## src/rtl/snake_px_sink.sv

```systemverilog
// rtl/snake_px_sink.sv - Avalon-MM pixel sink buffering writes into a frame RAM.
// Optional range checking is enabled by defining SNAKE_PX_SINK_BOUNDS_CHECK_EN.
module snake_px_sink #(
  parameter int FIFO_DEPTH = 4
) (
  input  logic        clk,
  input  logic        reset_n,
  input  logic [31:0] px_address,
  input  logic        px_read,
  input  logic        px_write,
  input  logic [15:0] px_writedata,
  output logic        px_waitrequest,
  output logic [15:0] px_readdata,
  output logic [16:0] fb_addr,
  output logic        fb_we,
  output logic [15:0] fb_wdata,
  input  logic [15:0] fb_rdata,
  output logic [15:0] drop_count
);

  localparam int AW = (FIFO_DEPTH > 1) ? $clog2(FIFO_DEPTH) : 1;

  typedef enum logic [1:0] {IDLE, RD_DRAIN, RD_ISSUE} state_t;

  logic [8:0]  px_x;
  logic [7:0]  px_y;
  logic [16:0] px_fb_addr;
  logic        px_oob;
  wire         unused_addr_bits = &{1'b0, px_address[31:18], px_address[0]};

  assign px_x = px_address[9:1];
  assign px_y = px_address[17:10];
  // y*320 as y*256 + y*64 keeps the address path free of a multiplier
  assign px_fb_addr = ({9'd0, px_y} << 8) + ({9'd0, px_y} << 6) + {8'd0, px_x};

`ifdef SNAKE_PX_SINK_BOUNDS_CHECK_EN
  assign px_oob = (px_x >= 9'd320) || (px_y >= 8'd240);
`else
  assign px_oob = 1'b0;
`endif

  logic [32:0]   mem_q [FIFO_DEPTH];
  logic [AW-1:0] wr_ptr_q, rd_ptr_q;
  logic [AW:0]   count_q;
  state_t        state_q, state_d;
  logic          issued_q, issued_d;
  logic          rd_oob_q, rd_oob_d;
  logic          fifo_empty, fifo_full, push, pop, rd_req, rd_present, rd_done;

  assign fifo_empty = (count_q == '0);
  assign fifo_full  = (count_q == (AW+1)'(FIFO_DEPTH));
  assign push       = px_write && !fifo_full && !px_oob;
  assign pop        = !fifo_empty && (state_q != RD_ISSUE);
  assign rd_req     = px_read && !px_write;

  always_comb begin
    state_d    = state_q;
    issued_d   = issued_q;
    rd_oob_d   = rd_oob_q;
    rd_present = 1'b0;
    rd_done    = 1'b0;
    case (state_q)
      IDLE: begin
        if (rd_req) begin
          rd_oob_d = px_oob;
          if (px_oob) begin
            state_d  = RD_ISSUE;
            issued_d = 1'b1;
          end else if (!fifo_empty) begin
            state_d = RD_DRAIN;
          end else begin
            rd_present = 1'b1;
            state_d    = RD_ISSUE;
            issued_d   = 1'b1;
          end
        end
      end
      RD_DRAIN: begin
        // The RAM port is free only once nothing pops; otherwise RD_ISSUE presents the address itself
        if (fifo_empty) begin
          rd_present = 1'b1;
          state_d    = RD_ISSUE;
          issued_d   = 1'b1;
        end else if (count_q == (AW+1)'(1)) begin
          state_d  = RD_ISSUE;
          issued_d = 1'b0;
        end
      end
      RD_ISSUE: begin
        rd_present = !rd_oob_q;
        if (issued_q) begin
          rd_done  = 1'b1;
          state_d  = IDLE;
          issued_d = 1'b0;
          rd_oob_d = 1'b0;
        end else begin
          issued_d = 1'b1;
        end
      end
      default: state_d = IDLE;
    endcase
  end

  always_comb begin
    px_waitrequest = 1'b0;
    if (!reset_n)      px_waitrequest = 1'b1;
    else if (px_write) px_waitrequest = fifo_full && !px_oob;
    else if (px_read)  px_waitrequest = !rd_done;
  end

  assign px_readdata = (reset_n && rd_done && !rd_oob_q) ? fb_rdata : 16'h0000;
  assign fb_we       = reset_n && pop;
  assign fb_wdata    = fb_we ? mem_q[rd_ptr_q][15:0] : 16'h0000;
  assign fb_addr     = !reset_n   ? 17'd0 :
                       pop        ? mem_q[rd_ptr_q][32:16] :
                       rd_present ? px_fb_addr : 17'd0;

  always_ff @(posedge clk or negedge reset_n) begin
    if (!reset_n) begin
      for (int i = 0; i < FIFO_DEPTH; i++) mem_q[i] <= '0;
      wr_ptr_q <= '0;
      rd_ptr_q <= '0;
      count_q  <= '0;
      state_q  <= IDLE;
      issued_q <= 1'b0;
      rd_oob_q <= 1'b0;
    end else begin
      if (push) begin
        mem_q[wr_ptr_q] <= {px_fb_addr, px_writedata};
        wr_ptr_q        <= wr_ptr_q + AW'(1);
      end
      if (pop) rd_ptr_q <= rd_ptr_q + AW'(1);
      if (push && !pop)      count_q <= count_q + (AW+1)'(1);
      else if (pop && !push) count_q <= count_q - (AW+1)'(1);
      state_q  <= state_d;
      issued_q <= issued_d;
      rd_oob_q <= rd_oob_d;
    end
  end

`ifdef SNAKE_PX_SINK_BOUNDS_CHECK_EN
  logic [15:0] drop_q;
  always_ff @(posedge clk or negedge reset_n) begin
    if (!reset_n)                                       drop_q <= 16'h0000;
    else if (px_write && px_oob && drop_q != 16'hFFFF) drop_q <= drop_q + 16'd1;
  end
  assign drop_count = drop_q;
`else
  assign drop_count = 16'h0000;
`endif

endmodule

```

## config.mk

```make
export PLATFORM = sky130hd
export DESIGN_NAME = snake_px_sink
export DESIGN_NICKNAME = d
export VERILOG_FILES = /design/src/rtl/snake_px_sink.sv
export SDC_FILE = /design/constraint.sdc
export NUM_CORES = 1
export LEC_CHECK = 0
export ABC_AREA = 0
export CAP_MARGIN = 20
export CORE_UTILIZATION = 53
export CTS_CLUSTER_DIAMETER = 30
export CTS_CLUSTER_SIZE = 10
export DETAILED_ROUTE_END_ITERATION = 8
export GPL_ROUTABILITY_DRIVEN = 0
export PLACE_DENSITY_LB_ADDON = 0.3
export SLEW_MARGIN = 20
export SYNTH_ARGS = -nofsm -noshare
export SYNTH_HDL_FRONTEND = slang
export SYNTH_SLANG_ARGS = --single-unit
```

## constraint.sdc

```tcl
create_clock -name clk -period 3.05 [get_ports clk]
set_input_delay 0.4575 -clock clk [delete_from_list [all_inputs] [get_ports clk]]
set_output_delay 0.4575 -clock clk [all_outputs]
set_load 0.02 [all_outputs]
```

==> impl_metrics.ini, run 1 <==
[layout]
n_antenna_cell = 0
final_area_um2 = 9690
post-route-util = 0.723
stdcell_count = 914
layout.nets = 823
drive_gt1_frac = 0.374
area_growth_pct = 31.4

[timing]
rsz0062_at_grt = yes
hold_ws_ns = 0.0872
setup_ws_ns = -0.120
fmax_mhz = 315
finalSetupViolations = 3
period_share = 1.04
worst_pin_slew_ns = 0.904
setup-tns-final_ns = -0.147
finalHoldViolCount = 0
fin_crit_ns = 3.17
slew_headroom = 0.395
clock_skew_ns = 0.00810
maxSlewViolCount = 0

[synth]
synthesis.area_um2 = 7370
yosys.cell_types.count = 47
syn_avg_cell_area_um2 = 12.7
synthArstFlopShare = 1.00
synth_seq_cells = 142
synthFlopType = dfrtp_1
postSynthCellCount = 579
yosys_warnings = 0
ys_seq_area_frac = 0.482
synth_enable_flop_cells = 0

[power]
cellPowerDensity_nw_per_um2 = 1040
vdd_drop_max_v = 0.000835
leakage_uw = 0.00430

[critical_path]
crit_type = input port to output port
cp.required_ns = 2.59
crit_slowest_cell = fa_2
cp_cell_sequence = buf_8 -> inv_4 -> fa_2 -> inv_2 -> ha_4 -> a211oi_4 -> nor2_4 -> o31a_1 -> o31ai_4 -> o21ai_1 -> buf_4
critPathLaunchType = input port
slowest_delay_ns = 0.61
critPathArrivalTime_ns = 2.71
crit_path_end_kind = output port
path_max_fanout = 3
crit_family = compound AO/OA/AOI/OAI gates
critPathBufInv = 4

[die]
dieArea_um2 = 14400
fp.dieW_um = 120
core_um2 = 13400
start_util = 0.550
placementRows = 42
ios = 135
fp.dieH_um = 120

[detailed_routing]
drtPass1Iterations = 7
via_per_inst = 5.64
remaining_drc_errors = 0
drtIter0Drc = 373
final_antenna_net_count = 0
route.vias.total = 5153
wl_per_cell_um = 19.2
wl_um = 17500

[clock_network]
cts_root_buf = clkbuf_16
cts_buffers = 17
clk-insertion-delay-late_ns = 0.42
clockBufferDepth = 2
cts-htree-levels = 4
cts_tree = done
cts.sinks = 142
clk_pin_slew_worst_paths_ns = 0.05

[grt]
overflow = 0
antenna_found_initial = 0
grt_pass1_vias = 5514
grt_pass1_wl_um = 27400
grt_max_degree = 90
groute.usage.overall = 0.249

[job]
cap_violations = 0

[placement]
dp.cells = 869
placed_area_um2 = 8780
dp_hpwl_um = 10600
numPortBuffers = 103

[status]
run_status = complete, but fails checks
violations = negative setup slack

[worst_hold_path]
min_path_type = input port to asynchronous set/reset pin
report_power, final:
group	internal, uW	total (uW)	switching [uW]	leakage [uW]
clock	1190	1980	787	0.000263
combinational	2540	4760	2220	0.00232
sequential	2840	3340	495	0.00171
through the flow:
step / setup slack [ns] / total power (uW)
final: -0.120 / 10100
after global routing: -0.139 / 10700
after CTS: -0.0136 / 9930
after detailed placement: -0.941 / 7940
after global placement: -0.838 / 7690
after floorplan: 0.159 / 6440
logic make-up (layout without fill, tap and decap cells):
logic type,count (synthesis),count (layout),synth area share
and+or+nand+nor,109,109,0.0757
AOI/OAI and AO/OA,88,88,0.0740
xor gates and xnor gates,12,12,0.0143
muxes,130,130,0.249
DFF,142,142,0.482
other,1,16,0.000509
buffers and inverters,67,211,0.0518
adders and majority gates,30,30,0.0530
synthesized netlist by cell type, types with 7 or more instances:
library cell  count  area [um^2]
dfrtp_1         142         3550
mux2_2           96         1080
nand2_1          53          199
o21ai_0          44          220
mux4_2           33          743
ha_1             28          350
buf_4            27          203
and3_1           17          106
and2_1           16          100
inv_1            16         60.1
clkbuf_1         11         41.3
a21oi_1          10         50.1
buf_2            10         50.1
a22o_1            8         70.1
o21ai_1           8         40.0
xor2_1            8         70.1
nor2_1            7         26.3
state kept, by name (all words and copies together) (netlist names):
register	count
count_q	3
mem_q	132
wr_ptr_q	2
issued_q	1
state_q	2
rd_ptr_q	2
worst reg2reg max path: stages (launching register included):
cell and delay, ns:
dfrtp_1 0.36, inv_1 0.08, ha_1 0.21, a21boi_0 0.25, buf_4 0.22, nand2_2 0.35
buf_12 0.32, mux2_2 0.29
metal layers:
metal | share of wire | track usage | vias to the layer above
li1 | - | - | 2328
met4 | 0.023 | 0.0898 | 0
met3 | 0.041 | 0.0646 | 33
met1 | 0.40 | 0.293 | 2638
met5 | 0 | 0 | -
met2 | 0.53 | 0.437 | 154
cell type report:
class,instances,area [um^2]
fill,890,3710
clock inverter,8,82.6
tap,176,220
sequential,142,3550
clock buffer,24,482
timing repair buffer,163,1530
inverter,16,62.6
multi-input combinational,385,3760
what timing repair did:
item	CTS	global route
buffers inserted	5	7
setup endpoints to repair	17	33
hold buffers	1	0
gates resized for setup	90	38
endpoints found under the hold margin	19	0
pin swaps	19	17
final timing paths:
kind / from / to / slack, ns / cells past startpoint
min in group clk: mem_q[91] / mem_q[91] / 0.48 / 2
min: reset_n / count_q[2] / 0.09 / 2
max: px_address[10] / fb_addr[16] / -0.12 / 11
max reg2reg: count_q[1] / mem_q[37] / 0.85 / 7
min reg2reg: mem_q[91] / mem_q[91] / 0.48 / 2
max in group asynchronous: reset_n / mem_q[30] / 1.74 / 2
cells in the final DEF, fill, tap and decap left out, types with 5 or more instances in the layout:
cell type	synthesis	routed
nand2_1	53	53
mux2_2	96	96
dfrtp_1	142	141
mux4_2	33	33
and3_1	17	17
dlygate4sd2_1	0	10
o21ai_1	8	6
buf_4	27	56
clkdlybuf4s50_1	0	75
ha_4	0	11
conb_1	1	16
xor2_1	8	8
a22o_1	8	8
buf_12	0	6
nor2_1	7	5
and2_1	16	16
clkbuf_16	0	17
inv_1	16	11
ha_1	28	15
o21ai_0	44	43
a21oi_1	10	8
buf_6	2	6
Power figures use the tool's default switching activity.
==> run 2: changes to the inputs <==
--- a/config.mk
+++ b/config.mk
@@ -7,11 +7,11 @@
 export LEC_CHECK = 0
 export ABC_AREA = 0
 export CAP_MARGIN = 20
-export CORE_UTILIZATION = 53
+export CORE_UTILIZATION = 55
 export CTS_CLUSTER_DIAMETER = 30
 export CTS_CLUSTER_SIZE = 10
 export DETAILED_ROUTE_END_ITERATION = 8
-export GPL_ROUTABILITY_DRIVEN = 0
+export MAX_ROUTING_LAYER = met4
 export PLACE_DENSITY_LB_ADDON = 0.3
 export SLEW_MARGIN = 20
 export SYNTH_ARGS = -nofsm -noshare
==> constraint.sdc (replaced) <==
create_clock -name clk -period 3.9 [get_ports clk]
set_input_delay 0.585 -clock clk [delete_from_list [all_inputs] [get_ports clk]]
set_output_delay 0.585 -clock clk [all_outputs]
set_load 0.02 [all_outputs]
==> run 2 against run 1 <==
Net effect: the run now ends clean; die area decreased by 3.6%; non-clock buffer count decreased by 31; critical path depth decreased by 2; power decreased by 25%; sequential power decreased by 21%; flip-flop and latch count unchanged; cell count decreased by 4.0%; via count decreased by 3.8%; setup slack improved by 0.25 ns; clock skew decreased by 0.0033 ns; critical path type is now flip-flop to output port.
==> impl_metrics.ini, run 2 (synthesis gave the netlist of run 1 again) <==
[layout]
drive_gt1_frac = 0.302
reg_top3 = mem_q x132, count_q x3
regMostFlops = mem_q
final_cell_mix = 141 x dfrtp_1, 96 x mux2_2, 94 x clkdlybuf4s50_1, 53 x nand2_1, 44 x o21ai_0
largest_register_ff_count = 132
layout.nets = 792
area_growth_pct = 24.3
n_antenna_cell = 0
final_common_cell = dfrtp_1

[power]
switching_power_uw = 2640
p_sw_frac = 0.348
vdd_drop_max_v = 0.000595
pwr-share-comb = 0.460
cellPowerDensity_nw_per_um2 = 826
pwr-share-clk = 0.191
total_power_uw = 7570
leakage_uw = 0.00406
p_int_uw = 4930
seqPwrFrac = 0.349

[critical_path]
r2r_cells = 6
r2r-start = count_q[0]
crit_type = flip-flop to output port
critPathArrivalTime_ns = 3.18
path_max_fanout = 12
crit_path_end_kind = output port
reg2reg_to = mem_q[110]
startpoint = count_q[0]
reg2reg_setup_slack_ns = 1.48
cp.required_ns = 3.31
critPathLaunchType = flip-flop

[die]
dieArea_um2 = 13900
placementRows = 41
ios = 135
fp.dieW_um = 118
fp.dieH_um = 118
core_um2 = 12800
start_util = 0.575

[clock_network]
clk-insertion-delay-late_ns = 0.42
cts-htree-levels = 4
clk_pin_slew_worst_paths_ns = 0.05
cts_buffers = 17
cts_tree = done
hold_buffers = 0
cts.sinks = 142
clockBufferDepth = 2
cts_root_buf = clkbuf_16

[grt]
antenna_found_initial = 0
grt_pass1_vias = 5306
groute.usage.overall = 0.248
grt_pass1_wl_um = 26300
grt_max_degree = 100
overflow = 0

[timing]
maxSlewViolCount = 0
worst_pin_slew_ns = 1.05
hold_ws_ns = 0.0644
fmax_mhz = 265
slew_headroom = 0.298
fin_crit_ns = 3.77
clock_skew_ns = 0.00480
finalHoldViolCount = 0
rsz0062_at_grt = no
period_share = 0.967
finalSetupViolations = 0

[detailed_routing]
drtIter0Drc = 250
wl_per_cell_um = 18.1
final_antenna_net_count = 0
drtPass1Iterations = 4
via_per_inst = 5.65
wl_um = 15800
route.vias.total = 4955
remaining_drc_errors = 0

[placement]
gp_congestion = 0.847
dp_hpwl_um = 10100
numPortBuffers = 103

[job]
cap_violations = 0

[worst_hold_path]
min_path_type = input port to asynchronous set/reset pin

[status]
run_status = finished clean
==> run 2: cell types whose count changed in the layout (fill, tap and decap cells not counted), sizes merged <==
cell,before,now
clkinvlp,4,3
clkdlybuf4s15,1,0
clkdlybuf4s50,75,94
clkbuf,27,24
dlygate4sd3,1,0
dlymetal6s2s,2,1
dlygate4sd2,10,2
buf,71,31
inv,17,16
clkinv,2,7
bufinv,1,0
==> run 2: layer usage <==
layer  GRT usage  up-vias  share of wire
met1       0.313     2544           0.44
met2       0.404      129           0.51
met5           -        -              0
met3      0.0606       15          0.045
met4      0.0617        0         0.0092
li1            -     2267              -
==> run 2: timing repair <==
action                                  CTS  global route
endpoints found under the setup margin    7             6
endpoints found under the hold margin     0             0
gates resized for setup                  11            17
buffers inserted                          1             1
pin swaps                                 2             2
==> run 2: final cells by class <==
type / count / area, um^2
Clock inverter: 10 / 68.8
Sequential cell: 142 / 3550
Clock buffer: 20 / 457
Inverter: 16 / 60.1
Fill cell: 870 / 3660
Tap cell: 172 / 215
Multi-Input combinational cell: 385 / 3550
Timing Repair Buffer: 132 / 1260
==> run 2: metrics by stage <==
| stage | util | worst slack [ns] | setup TNS [ns] | instances | instance area (um^2) |
|---|---|---|---|---|---|
| final | 0.715 | 0.130 | 0 | 877 | 9170 |
| after global routing | 0.715 | 0.0347 | 0 | 877 | 9170 |
| after CTS | 0.712 | -0.0815 | -0.0818 | 876 | 9140 |
| after detailed placement | 0.670 | -0.317 | -1.59 | 845 | 8600 |
| after global placement | 0.670 | -0.256 | -1.15 | 845 | 8600 |
| after floorplan | - | 0.754 | 0 | 594 | 7430 |
==> run 2: worst max-delay path: stages, from the launching register on <==
cell and delay, ns:
dfrtp_1 0.41, inv_1 0.09, ha_1 0.23, nor2b_4 0.15, nor2_2 0.49, buf_4 0.32
nor4b_2 0.07, buf_4 0.19, a22o_1 0.27, clkdlybuf4s50_1 0.54
==> run 2: how the worst max path moves through the flow <==
stage	to	slack, ns	cells past startpoint
floorplan	fb_addr[16]	0.75	9
global placement	fb_addr[14]	-0.26	11
detailed placement	fb_addr[14]	-0.32	11
CTS	fb_addr[14]	-0.08	11
global route	fb_addr[13]	0.03	10
finish	fb_addr[5]	0.13	9
==> run 2: power by group through the flow <==
stage | clock, uW | combinational (uW) | sequential, uW
after global placement | 0 | 3360 | 2580
after detailed placement | 0 | 3480 | 2650
after CTS | 1460 | 3490 | 2640
after floorplan | 0 | 2560 | 2480
final | 1440 | 3480 | 2640
after global routing | 1530 | 3760 | 2720
==> run 3: changes to the inputs <==
--- a/config.mk
+++ b/config.mk
@@ -5,7 +5,7 @@
 export SDC_FILE = /design/constraint.sdc
 export NUM_CORES = 1
 export LEC_CHECK = 0
-export ABC_AREA = 0
+export ABC_AREA = 1
 export CAP_MARGIN = 20
 export CORE_UTILIZATION = 55
 export CTS_CLUSTER_DIAMETER = 30
==> run 3 against run 2 <==
Net effect: global-route usage up 3.5 points; register-to-register slack improved by 0.09 ns; flip-flop and latch count stayed put; critical path depth grew 4; maximum frequency increased by 2.5%; synthesized area increased by 3.7%; via count grew 37%; critical path type is now input port to output port; largest cell class unchanged; design area increased by 2.5%; count of clock-buffer cells in the layout unchanged; synthesized cell count increased by 72%; critical endpoint is now fb_addr[11].
==> impl_metrics.ini, run 3 <==
[die]
dieArea_um2 = 14400
start_util = 0.571
placementRows = 42
fp.dieW_um = 120
ios = 135
fp.dieH_um = 120
core_um2 = 13400

[grt]
grt_max_degree = 60
overflow = 0
antenna_found_initial = 0
grt_pass1_vias = 6531
groute.usage.overall = 0.283
grt_pass1_wl_um = 31000

[layout]
largest_register_ff_count = 132
regMostFlops = mem_q
drive_gt1_frac = 0.0733
post-route-util = 0.701
reg_top3 = mem_q x132, count_q x3
n_antenna_cell = 0
final_common_cell = nand2_1
layout.nets = 1190
final_cell_mix = 291 x nand2_1, 141 x dfrtp_1, 139 x o21ai_0, 93 x clkdlybuf4s50_1, 92 x nor2_1
area_growth_pct = 22.8

[timing]
fin_crit_ns = 3.68
hold_ws_ns = 0.0106
maxSlewViolCount = 0
finalHoldViolCount = 0
rsz0062_at_grt = no
finalSetupViolations = 0
slew_headroom = 0.427
period_share = 0.943
worst_pin_slew_ns = 0.856
setup-tns-final_ns = 0
fmax_mhz = 272
clock_skew_ns = 0.0117

[detailed_routing]
final_antenna_net_count = 0
remaining_drc_errors = 0
wl_per_cell_um = 14.3
route.vias.total = 6785
drtIter0Drc = 645
via_per_inst = 5.30
drtPass1Iterations = 5
wl_um = 18300

[power]
p_sw_frac = 0.407
total_power_uw = 7560
switching_power_uw = 3080
vdd_drop_max_v = 0.000466
pwr-share-clk = 0.223
cellPowerDensity_nw_per_um2 = 805
pwr-share-comb = 0.430
seqPwrFrac = 0.347
leakage_uw = 0.00481
p_int_uw = 4480

[clock_network]
cts_tree = done
cts_buffers = 17
post-cts-setup-buffers = 0
cts.sinks = 142
clockBufferDepth = 2
cts-htree-levels = 4
clk-insertion-delay-late_ns = 0.42
cts_root_buf = clkbuf_16
clk_pin_slew_worst_paths_ns = 0.06

[placement]
gp_congestion = 0.873
dp_hpwl_um = 11600
numPortBuffers = 103

[critical_path]
cp.required_ns = 3.31
crit_family = adder cells
path_max_fanout = 3
critPathBufInv = 5
crit_type = input port to output port
slowest_delay_ns = 0.52
crit_path_frequent_cell = nand2_1
crit_path_end_kind = output port
critPathArrivalTime_ns = 3.09
critPathLaunchType = input port
crit_slowest_cell = fa_1
cp_cell_sequence = clkdlybuf4s50_1 -> inv_1 -> fa_1 -> fa_1 -> inv_1 -> nand2_1 -> nand2_1 -> nand2_1 -> xor2_1 -> inv_1 -> nand2_1 -> nand2_1 -> dlygate4sd2_1

[synth]
ys_seq_area_frac = 0.465
synth_most_common_cell = nand2_1
yosys.cell_types.count = 30
netlist.area_leader.share = 0.465
synth_seq_cells = 142
synthTopCellsByCount = 291 x nand2_1, 142 x dfrtp_1, 139 x o21ai_0, 92 x nor2_1, 81 x inv_1
postSynthCellCount = 994
synthesis.area_um2 = 7650
synthFlopType = dfrtp_1
synthTopCellsByArea = dfrtp_1 46%, nand2_1 14%, o21ai_0 9.1%, ha_1 4.6%, nand3_1 4.5%
netlist.top_cell.by_area = dfrtp_1
synthArstFlopShare = 1.00
syn_avg_cell_area_um2 = 7.69
synth_enable_flop_cells = 0
yosys_warnings = 0

[status]
run_status = finished clean

[worst_hold_path]
min_path_type = input port to asynchronous set/reset pin

[job]
cap_violations = 0
-- run 3: cell types whose count changed after synthesis, moves of 16 or more --
cell and delta:
and2_1 -16, nor2_1 +85, nand3_1 +69, a21oi_1 +25, mux4_2 -33, inv_1 +65, o21ai_0 +95, and3_1 -17
mux2_2 -96, nand2_1 +238
-- run 3: worst reg2reg max path, stage by stage, from the launching register on --
cell and delay [ns]:
dfrtp_1 0.43, inv_1 0.11, ha_1 0.24, nand2_1 0.09, nand2_2 0.10, inv_4 0.07
nand2_2 0.63, inv_2 0.27, nand2_1 0.15, o21ai_0 0.10
-- run 3: layer usage --
metal	global-route usage	up-vias	share of wire
li1	-	3336	-
met1	0.366	3160	0.44
met2	0.444	257	0.47
met3	0.0528	32	0.066
met4	0.105	0	0.014
met5	-	-	0
-- run 3: through the flow --
| stage | setup WS (ns) | instances | area (um^2) |
|---|---|---|---|
| 5_1_grt | 0.0261 | 1281 | 9390 |
| 2_1_floorplan | 1.02 | 1009 | 7700 |
| 3_5_place_dp | -0.0267 | 1249 | 8750 |
| 3_3_place_gp | 0.0125 | 1249 | 8750 |
| 6_report | 0.224 | 1281 | 9390 |
| 4_1_cts | 0.00492 | 1281 | 9370 |
-- run 3: logic make-up (layout without fill, tap and decap cells) --
family / count (synthesis) / count (layout) / synth area share
and+or+nand+nor: 466 / 466 / 0.250
AOI/OAI and AO/OA: 193 / 193 / 0.129
buffers and inverters: 154 / 250 / 0.0965
DFF: 142 / 142 / 0.465
adders and majority gates: 30 / 30 / 0.0510
xor gates and xnor gates: 8 / 8 / 0.00916
other: 1 / 16 / 0.000490
-- run 3: layout make-up --
class | count | area [um^2]
Clock buffer | 20 | 467
Clock inverter | 12 | 156
Fill cell | 1080 | 4010
Inverter | 89 | 337
Multi-Input combinational cell | 713 | 3420
Sequential cell | 142 | 3550
Tap cell | 176 | 220
Timing Repair Buffer | 129 | 1240
-- run 3: repair_timing --
action                                  in CTS  in global routing
pin swaps                                    0                  0
endpoints found under the setup margin       3                  6
hold buffers                                 0                  0
gates resized for setup                      3                  7
-- run 3: final timing paths --
| path | to | slack [ns] | cells past startpoint | startpoint |
|---|---|---|---|---|
| max | fb_addr[11] | 0.22 | 13 | px_address[10] |
| min | rd_ptr_q[1] | 0.01 | 1 | reset_n |
| max reg2reg | mem_q[59] | 1.57 | 9 | count_q[0] |
| min reg2reg | mem_q[67] | 0.48 | 2 | mem_q[67] |
| max in group asynchronous | mem_q[58] | 2.39 | 3 | reset_n |
| min in group clk | mem_q[67] | 0.48 | 2 | mem_q[67] |
-- run 3: power groups by stage --
stage	Clock, uW	Sequential (uW)	Combinational (uW)
2_1_floorplan	0	2450	2390
3_3_place_gp	0	2590	3160
3_5_place_dp	0	2620	3240
4_1_cts	1700	2610	3260
5_1_grt	1770	2710	3670
6_report	1690	2620	3250
